**src/rtl/debug_uart_pkg.sv**
```systemverilog
// Types and defaults shared by the debug unit's UART transmit path.
package debug_uart_pkg;

  localparam int DEFAULT_DATA_W  = 8;
  localparam int DEFAULT_NUM_REQ = 3;

  typedef enum logic [1:0] {
    IDLE,
    LOAD,
    BUSY
  } arb_state_t;

endpackage

```
**src/rtl/rr_pick.sv**
```systemverilog
// Combinational round-robin selector: first set bit of req after ptr, wrapping.
module rr_pick #(
  parameter int NUM_REQ = 3
) (
  input  logic [NUM_REQ-1:0]         req,
  input  logic [$clog2(NUM_REQ)-1:0] ptr,
  output logic [$clog2(NUM_REQ)-1:0] idx,
  output logic                       any
);

  localparam int IDX_W = $clog2(NUM_REQ);

  logic [IDX_W-1:0] cand;

  // Search ptr+1, ptr+2, ... so the last served index gets lowest priority.
  always_comb begin
    idx  = '0;
    any  = 1'b0;
    cand = '0;
    for (int k = 1; k <= NUM_REQ; k++) begin
      cand = IDX_W'((int'(ptr) + k) % NUM_REQ);
      if (!any && req[cand]) begin
        any = 1'b1;
        idx = cand;
      end
    end
  end

endmodule

```
**src/rtl/uart_tx_arbiter.sv**
```systemverilog
// Packet-level round-robin arbiter sharing one UART transmitter among several
// byte-stream requesters, with a stall timeout that revokes an idle grant.
module uart_tx_arbiter
  import debug_uart_pkg::*;
#(
  parameter int NUM_REQ       = DEFAULT_NUM_REQ,
  parameter int DATA_W        = DEFAULT_DATA_W,
  parameter int STALL_TIMEOUT = 1023
) (
  input  logic                        CLK_100MHZ,
  input  logic                        reset,
  input  logic [NUM_REQ-1:0]          req_valid,
  input  logic [NUM_REQ*DATA_W-1:0]   req_data,
  input  logic [NUM_REQ-1:0]          req_last,
  output logic [NUM_REQ-1:0]          req_ready,
  output logic [DATA_W-1:0]           tx_data,
  output logic                        tx_start,
  input  logic                        tx_done,
  output logic                        grant_valid,
  output logic [$clog2(NUM_REQ)-1:0]  grant_id,
  output logic                        abort
);

  localparam int IDX_W = $clog2(NUM_REQ);
  localparam int CNT_W = $clog2(STALL_TIMEOUT + 1);
  localparam logic [CNT_W-1:0] STALL_LIMIT = CNT_W'(STALL_TIMEOUT);

  arb_state_t       state;
  logic [IDX_W-1:0] rr_ptr;
  logic [IDX_W-1:0] pick_idx;
  logic             pick_any;
  logic [CNT_W-1:0] stall_cnt;
  logic [CNT_W-1:0] stall_next;
  logic             last_q;
  logic             handshake;

  rr_pick #(
    .NUM_REQ(NUM_REQ)
  ) u_rr_pick (
    .req (req_valid),
    .ptr (rr_ptr),
    .idx (pick_idx),
    .any (pick_any)
  );

  assign handshake  = (state == LOAD) && req_valid[grant_id];
  assign stall_next = stall_cnt + CNT_W'(1);

  // Ready depends only on state and grant so a requester never sees a loop through valid.
  always_comb begin
    req_ready = '0;
    if (state == LOAD) begin
      req_ready[grant_id] = 1'b1;
    end
  end

  always_ff @(posedge CLK_100MHZ) begin
    if (reset) begin
      state       <= IDLE;
      rr_ptr      <= IDX_W'(NUM_REQ - 1);
      grant_valid <= 1'b0;
      grant_id    <= '0;
      tx_data     <= '0;
      tx_start    <= 1'b0;
      abort       <= 1'b0;
      stall_cnt   <= '0;
      last_q      <= 1'b0;
    end else begin
      tx_start <= 1'b0;
      abort    <= 1'b0;
      case (state)
        IDLE: begin
          if (pick_any) begin
            grant_id    <= pick_idx;
            grant_valid <= 1'b1;
            stall_cnt   <= '0;
            state       <= LOAD;
          end
        end
        LOAD: begin
          if (handshake) begin
            tx_data   <= req_data[grant_id*DATA_W +: DATA_W];
            last_q    <= req_last[grant_id];
            tx_start  <= 1'b1;
            stall_cnt <= '0;
            state     <= BUSY;
          end else if (stall_next == STALL_LIMIT) begin
            // Revoked requester drops to lowest priority, same as a completed packet.
            abort       <= 1'b1;
            rr_ptr      <= grant_id;
            grant_valid <= 1'b0;
            stall_cnt   <= '0;
            state       <= IDLE;
          end else begin
            stall_cnt <= stall_next;
          end
        end
        BUSY: begin
          if (tx_done) begin
            if (last_q) begin
              rr_ptr      <= grant_id;
              grant_valid <= 1'b0;
              state       <= IDLE;
            end else begin
              stall_cnt <= '0;
              state     <= LOAD;
            end
          end
        end
        default: state <= IDLE;
      endcase
    end
  end

endmodule
```
**config.mk**
```make
export PLATFORM = sky130hd
export DESIGN_NAME = uart_tx_arbiter
export DESIGN_NICKNAME = d
export VERILOG_FILES = /design/src/rtl/debug_uart_pkg.sv /design/src/rtl/rr_pick.sv /design/src/rtl/uart_tx_arbiter.sv
export SDC_FILE = /design/constraint.sdc
export NUM_CORES = 1
export LEC_CHECK = 0
export ABC_CLOCK_PERIOD_IN_PS = 5450
export CAP_MARGIN = 10
export CORE_UTILIZATION = 35
export DETAILED_ROUTE_END_ITERATION = 6
export GPL_TIMING_DRIVEN = 0
export PLACE_DENSITY_LB_ADDON = 0.15
export SYNTH_ARGS = -nofsm -noshare
export SYNTH_HDL_FRONTEND = slang
export SYNTH_SLANG_ARGS = --single-unit
```
**constraint.sdc**
```tcl
create_clock -name CLK_100MHZ -period 5.45 [get_ports CLK_100MHZ]
set_clock_uncertainty 0.1 [all_clocks]
set_input_delay 0.545 -clock CLK_100MHZ [delete_from_list [all_inputs] [get_ports CLK_100MHZ]]
set_output_delay 0.545 -clock CLK_100MHZ [all_outputs]
set_load 0.005 [all_outputs]
```
==> results.md, run 1 <==
| Quantity | Reported |
|:---|:---|
| Ant diodes | 0 |
| CP Buf/Inv Count | 3 |
| Post_cts resized | 0 |
| WP data arrival | 2.05 ns |
| Clock latency on the worst-skew pair | 0.28 ns |
| Setup repair after global routing missed its margin | false |
| Critical Path Fanout Max | 10 |
| Worst IR Drop VDD | 0.202 mV |
| Setup violation total in the final timing report | 0 |
| Residual DRC | 0 |
| Delay of the slowest cell on the worst path | 0.51 ns |
| Final instance area | 2470 sq um |
| Family of cells with the greatest summed delay on the critical path | buffers and inverters |
| Internal reg-to-reg setup slack | 2.90 ns |
| Post-Place Cells | 345 |
| First-pass GRT wire length | 7.35 mm |
| Min Tclk post-route | 2.69 ns |
| Number of top-level design ports | 49 |
| Setup TNS after final layout | 0 ns |
| Area post-placement | 2390 sq um |
| Min-Delay Path Class | reg -> reg |
| Initial cell density of the core | 0.375 |
| Leakage component of the power | 0.000851 uW |
| Synth-to-layout area growth | 34.7% |
| Critical path, cell by cell | buf_2 -> buf_1 -> nand2_1 -> nor2_1 -> clkdlybuf4s50_1 |
| Row count | 25 |
| Vias in the first global route | 1,642 |
| M1 wire length | 2.07 mm |
| Buffer count from post-CTS setup fixing | 0 |
| Max-cap check violation count | 0 |
| Residual overflow from global routing | 0 |
| Number of cells in the finished layout apart from fillers | 349 |
| Clock buffer count from CTS | 3 |
| Number of design-rule violations left by the first detailed-router iteration | 74 |
| Count of mapped cells out of synthesis | 230 |
| Clock sink count | 28 |
| Predominant post-synthesis flop cell | sky130_fd_sc_hd__dfxtp_1 |
| Total Wirelength | 4.26 mm |
| Number of hold violations in the final report | 0 |
| Critical path data required time | 4.81 ns |
| Sequential share of the synthesized area | 0.306 |
| Initial antenna violation count | 0 |
| Crit start category | flop |
| Class of the most critical setup path | reg -> out |
| Final-stage net count | 325 |
| Vias after detailed routing | 1,782 |
| Number of flops mapped to enable cells by yosys | 0 |
| Yosys Warn Count | 0 |
| Post-CTS clock slew at the launch and capture registers of the worst setup and hold paths | 0.09 ns |
| Tightest slew margin relative to the limit | 0.581 |
| Buffers from clock root to sink, at most | 2 |
| Horizontal die dimension | 74.3 microns |
| RePlAce Congestion | 0.816 |
| Die outline area | 5520 sq um |
| Clock tree from TritonCTS | yes |
| DP HPWL | 3.24 mm |
| Crit end category | output pin |
| Net count of the mapped netlist | 272 |
| Proportion of register bits with asynchronous set or reset after synthesis | 0 |
| Routed length on met2 | 1.96 mm |
| Vertical die dimension | 74.3 microns |
| Synth top area share | 0.306 |
| Max Fclk | 371 MHz |
| Run status | finished clean |
| Core Footprint | 4880 sq um |
| Worst slew pin tran | 0.628 ns |
| Final Cycle Share | 0.494 |
| Largest net degree at the start of global routing | 17 |
| Number of input and output port buffers inserted | 48 |
| Hold_buf cts | 0 |
| Top Metal Used | met4 |
| Root buffer cell | sky130_fd_sc_hd__clkbuf_8 |
| Cells taking the most area after synthesis | sky130_fd_sc_hd__dfxtp_1, sky130_fd_sc_hd__mux2i_1, sky130_fd_sc_hd__nor2_1, sky130_fd_sc_hd__ha_1, sky130_fd_sc_hd__a211oi_1 |
| Areal power density over the cells | 375 nW/um^2 |
| Area of the mapped netlist | 1830 sq um |
| Post-Route Utilization | 0.505 |
| Fraction of final layout cells with drive strength greater than 1 | 0.0638 |
| H-tree Lvls | 1 |
| Biggest area consumer among synthesized cells | sky130_fd_sc_hd__dfxtp_1 |
| Cell at the slowest stage of the critical path | sky130_fd_sc_hd__buf_1 |
| Number of detailed-routing iterations run before antenna repair | 4 |
| Via count normalized by instance count | 5.11 |
| Netlist cell types | 47 |
| Number of slew-limit violations in the final report | 0 |
| Mean post-synth cell area | 7.96 sq um |
| Routed Antenna Nets | 0 |
| Overall track demand over capacity in global routing | 0.169 |
| Register bit count reported by yosys | 28 |
| Met3 wirelength from detailed routing | 205 microns |
| Average detailed-routed wire length per instance | 12.2 microns |
-- flip-flops by register name (all words and copies together) (netlist names) --
register and cells:
last_q 1, grant_id 2, tx_start 1, grant_valid 1
rr_ptr 2, state 2, abort 1, stall_cnt 10
tx_data 8
-- power breakdown --
part | total, uW | switching [uW] | internal (uW)
Sequential | 283 | 34.1 | 249
Clock | 164 | 65.7 | 98.3
Combinational | 477 | 245 | 232
Total | 925 | 345 | 579
-- cell families after synthesis --
| kind of cell | synth area share |
|---|---|
| buffers and inverters | 0.0588 |
| DFF | 0.306 |
| AOI/OAI and AO/OA | 0.227 |
| xor gates and xnor gates | 0.0144 |
| adders and majority gates | 0.0615 |
| muxes | 0.0882 |
| and+or+nand+nor | 0.244 |
-- worst register-to-register path: cells and delay by family (launching register included) --
family	cells	cell delay (ns)
compound gates	6	1.68
buf+inv	1	0.07
flops	1	0.37
fa+ha+maj	1	0.26
-- layer usage --
layer / GRT usage / vias up
met4: 0.0314 / 0
met2: 0.292 / 41
met1: 0.216 / 805
met5: 0 / -
li1: - / 934
met3: 0.0393 / 2
-- cells in the mapped netlist, drive strengths merged (2+ instances only) --
| master | number |
|---|---|
| buf | 6 |
| nor2 | 34 |
| and2 | 3 |
| a311oi | 2 |
| o22ai | 9 |
| mux2i | 15 |
| inv | 15 |
| a21oi | 7 |
| nor2b | 3 |
| ha | 9 |
| o21ai | 9 |
| a211oi | 11 |
| nor3 | 11 |
| nand2 | 15 |
| xor2 | 2 |
| nand2b | 8 |
| clkbuf | 5 |
| nand3 | 10 |
| dfxtp | 28 |
| a31oi | 5 |
| a32oi | 2 |
| nand4 | 3 |
-- layout by cell type (no fill, tap or decap), types with 2 or more instances in the layout --
master                            instances
sky130_fd_sc_hd__a32oi_1                  2
sky130_fd_sc_hd__o21ai_0                  9
sky130_fd_sc_hd__xor2_1                   2
sky130_fd_sc_hd__nor2_1                  34
sky130_fd_sc_hd__o22ai_1                  9
sky130_fd_sc_hd__nand2b_1                 8
sky130_fd_sc_hd__dfxtp_1                 28
sky130_fd_sc_hd__a211oi_1                10
sky130_fd_sc_hd__a311oi_1                 2
sky130_fd_sc_hd__nor3_1                  11
sky130_fd_sc_hd__buf_2                    2
sky130_fd_sc_hd__mux2i_1                 15
sky130_fd_sc_hd__a21oi_4                  2
sky130_fd_sc_hd__clkbuf_8                 3
sky130_fd_sc_hd__buf_1                    3
sky130_fd_sc_hd__nand2_1                 13
sky130_fd_sc_hd__ha_1                     9
sky130_fd_sc_hd__nor2b_1                  3
sky130_fd_sc_hd__clkbuf_1                 5
sky130_fd_sc_hd__a31oi_1                  5
sky130_fd_sc_hd__clkdlybuf4s50_1         48
sky130_fd_sc_hd__nand2_2                  2
sky130_fd_sc_hd__nand3_1                 10
sky130_fd_sc_hd__a21oi_1                  4
sky130_fd_sc_hd__inv_1                   15
sky130_fd_sc_hd__nand4_1                  2
sky130_fd_sc_hd__and2_1                   3
-- per-stage QoR --
stage / hold WS, ns / setup WS [ns] / total power (uW)
final: 0.400 / 2.76 / 925
after global routing: 0.429 / 2.57 / 1000
after CTS: 0.402 / 2.73 / 936
after detailed placement: 0.389 / 2.49 / 765
after global placement: 0.387 / 2.51 / 765
after floorplan: 0.376 / 3.32 / 599
-- final timing paths --
path,startpoint,endpoint,depth (start not counted)
setup / recovery,grant_id[1],req_ready[2],5
setup reg to reg,rr_ptr[1],stall_cnt[6],8
hold / removal,tx_data[4],tx_data[4],2
hold reg to reg,tx_data[4],tx_data[4],2
-- area by class of cell --
type / count / area, sq um
Buffer: 11 / 51.3
Inverter: 15 / 56.3
Tap cell: 67 / 83.8
Timing Repair Buffer: 48 / 480
Multi-Input combinational cell: 176 / 1160
Sequential cell: 28 / 561
Fill cell: 507 / 2410
Clock inverter: 1 / 30.0
Clock buffer: 3 / 41.3
(Power assumes the default switching activity.)
==> inputs of run 2 (changes only) <==
Settings changed: ABC_CLOCK_PERIOD_IN_PS 5450 to 2600.
Clock period 5.45 ns to 2.6 ns, I/O delays scaled along.
==> run 2 against run 1 <==
Net effect: core utilization is 0.92 points higher; sequential share of layout area is 0.41 points lower; worst setup slack worse by 2.6 ns; final area is 1.8% higher; total power is 110% higher; sequential cell count stayed put; final cell count is 0.29% higher; routed wire length is 1.3% higher; sequential power is 110% higher; critical path type is now reg -> reg; critical endpoint is now state[1].
==> results.md, run 2 (same netlist as run 1, synthesis figures left out) <==
| Quantity | Reported |
|:---|:---|
| Number of design-rule violations left by the first detailed-router iteration | 93 |
| Total Wirelength | 4.32 mm |
| Root buffer cell | sky130_fd_sc_hd__clkbuf_8 |
| Number of flip-flops under the largest register name | 10 |
| Ant diodes | 0 |
| Max-cap check violation count | 0 |
| Critical path data required time | 2.70 ns |
| Clock latency on the worst-skew pair | 0.28 ns |
| RePlAce Congestion | 0.816 |
| Leakage component of the power | 0.000860 uW |
| First-pass GRT wire length | 7.35 mm |
| Die outline area | 5520 sq um |
| DP HPWL | 3.24 mm |
| Most common library cell in the layout ignoring fill and taps | sky130_fd_sc_hd__clkdlybuf4s50_1 |
| Horizontal die dimension | 74.3 microns |
| Number of slew-limit violations in the final report | 0 |
| Crit start category | flop |
| Family of cells with the greatest summed delay on the critical path | compound AO/OA/AOI/OAI gates |
| Vertical die dimension | 74.3 microns |
| Final-stage net count | 326 |
| Fraction of final layout cells with drive strength greater than 1 | 0.0742 |
| Critical Path Fanout Max | 4 |
| Via count normalized by instance count | 5.19 |
| Initial cell density of the core | 0.375 |
| Routed Antenna Nets | 0 |
| Final Cycle Share | 0.930 |
| Min-Delay Path Class | reg -> reg |
| CP Buf/Inv Count | 2 |
| Run status | finished clean |
| Class of the most critical setup path | reg -> reg |
| Crit end category | flop |
| Buffers from clock root to sink, at most | 2 |
| Post-Route Utilization | 0.515 |
| Min Tclk post-route | 2.42 ns |
| Post-CTS clock slew at the launch and capture registers of the worst setup and hold paths | 0.10 ns |
| Worst slew pin tran | 0.656 ns |
| Vias in the first global route | 1,642 |
| Residual overflow from global routing | 0 |
| Most common cell type on the critical path | sky130_fd_sc_hd__inv_1 |
| Sequential Area | 561 sq um |
| Largest net degree at the start of global routing | 17 |
| Top register by number of flip-flops | stall_cnt |
| Max Fclk | 414 MHz |
| Number of cells in the finished layout apart from fillers | 350 |
| Number of top-level design ports | 49 |
| Number of input and output port buffers inserted | 48 |
| Residual DRC | 0 |
| Critical path, cell by cell | inv_1 -> ha_1 -> inv_1 -> a221oi_2 -> o211ai_1 -> o21ai_0 -> a21oi_4 -> mux2i_1 |
| Number of detailed-routing iterations run before antenna repair | 4 |
| Worst slack after detailed placement | -0.0794 ns |
| Setup repair after global routing missed its margin | true |
| H-tree Lvls | 1 |
| Setup violation total in the final timing report | 0 |
| Initial antenna violation count | 0 |
| Average detailed-routed wire length per instance | 12.3 microns |
| Overall track demand over capacity in global routing | 0.169 |
| Final instance area | 2510 sq um |
| WP data arrival | 2.52 ns |
| Vias after detailed routing | 1,815 |
| Multi-input gate area in the final layout | 1200 sq um |
| Layout fillers | 509 |
| Worst IR Drop VDD | 0.425 mV |
| Row count | 25 |
| Final setup slack of the worst path | 0.183 ns |
| Post-Place Cells | 345 |
| Area post-placement | 2390 sq um |
| Cell at the slowest stage of the critical path | sky130_fd_sc_hd__o211ai_1 |
| Synth-to-layout area growth | 37.2% |
| Delay of the slowest cell on the worst path | 0.53 ns |
| Areal power density over the cells | 781 nW/um^2 |
| Clock tree from TritonCTS | yes |
| Tightest slew margin relative to the limit | 0.561 |
| Number of hold violations in the final report | 0 |
| Clock buffer count from CTS | 3 |
| Largest registers | stall_cnt x10, tx_data x8 |
| Core Footprint | 4880 sq um |
| Clock sink count | 28 |
| Commonest cells after routing, fill and taps aside | sky130_fd_sc_hd__clkdlybuf4s50_1, sky130_fd_sc_hd__nor2_1, sky130_fd_sc_hd__dfxtp_1 |
| Setup TNS after final layout | 0 ns |
-- run 2: tightest hold or removal path, delay by kind of cell, from the launching register on --
kind	cells	cell delay, ns
AND/OR/NAND/NOR	2	0.14
flip-flops	1	0.32
-- run 2: per-stage QoR --
step / hold WS (ns) / power [uW]
after detailed placement: 0.389 / 1600
final: 0.401 / 1960
after global placement: 0.387 / 1600
after floorplan: 0.319 / 1260
after global routing: 0.429 / 2120
after CTS: 0.402 / 1960
-- run 2: layout make-up --
type	instances	share of cell area
plain buffers	11	0.0204
clock buffers	3	0.0164
clock inverters	1	0.0120
inverters	15	0.0224
multi-input cells	176	0.478
flip-flops and latches	28	0.223
well taps	67	0.0334
repair buffers	49	0.194
-- run 2: path summary, 6_finish.rpt --
path	from	end	slack (ns)	cells after the start
worst max register to register	rr_ptr[0]	state[1]	0.18	8
worst min-delay path	tx_data[4]	tx_data[4]	0.40	2
worst max-delay path	rr_ptr[0]	state[1]	0.18	8
worst min register to register	tx_data[4]	tx_data[4]	0.40	2
-- run 2: what timing repair did --
item / CTS / global route
hold buffers: 0 / 0
endpoints found under the hold margin: 0 / 0
setup buffers: 0 / 1
endpoints found under the setup margin: 0 / 10
gates resized for setup: 0 / 5
-- run 2: metal layers --
metal	vias to the layer above	wire length (microns)	GRT usage	part of all wire
met2	45	2000	0.292	0.46
li1	940	-	-	-
met3	2	232	0.0393	0.054
met1	828	2060	0.216	0.48
met5	-	0	0	0
met4	0	25	0.0314	0.0058
-- run 2: report_power, final --
group / internal [uW] / total [uW] / switching, uW
combinational: 495 / 1020 / 527
sequential: 522 / 594 / 71.7
clock: 206 / 346 / 140
total: 1220 / 1960 / 739
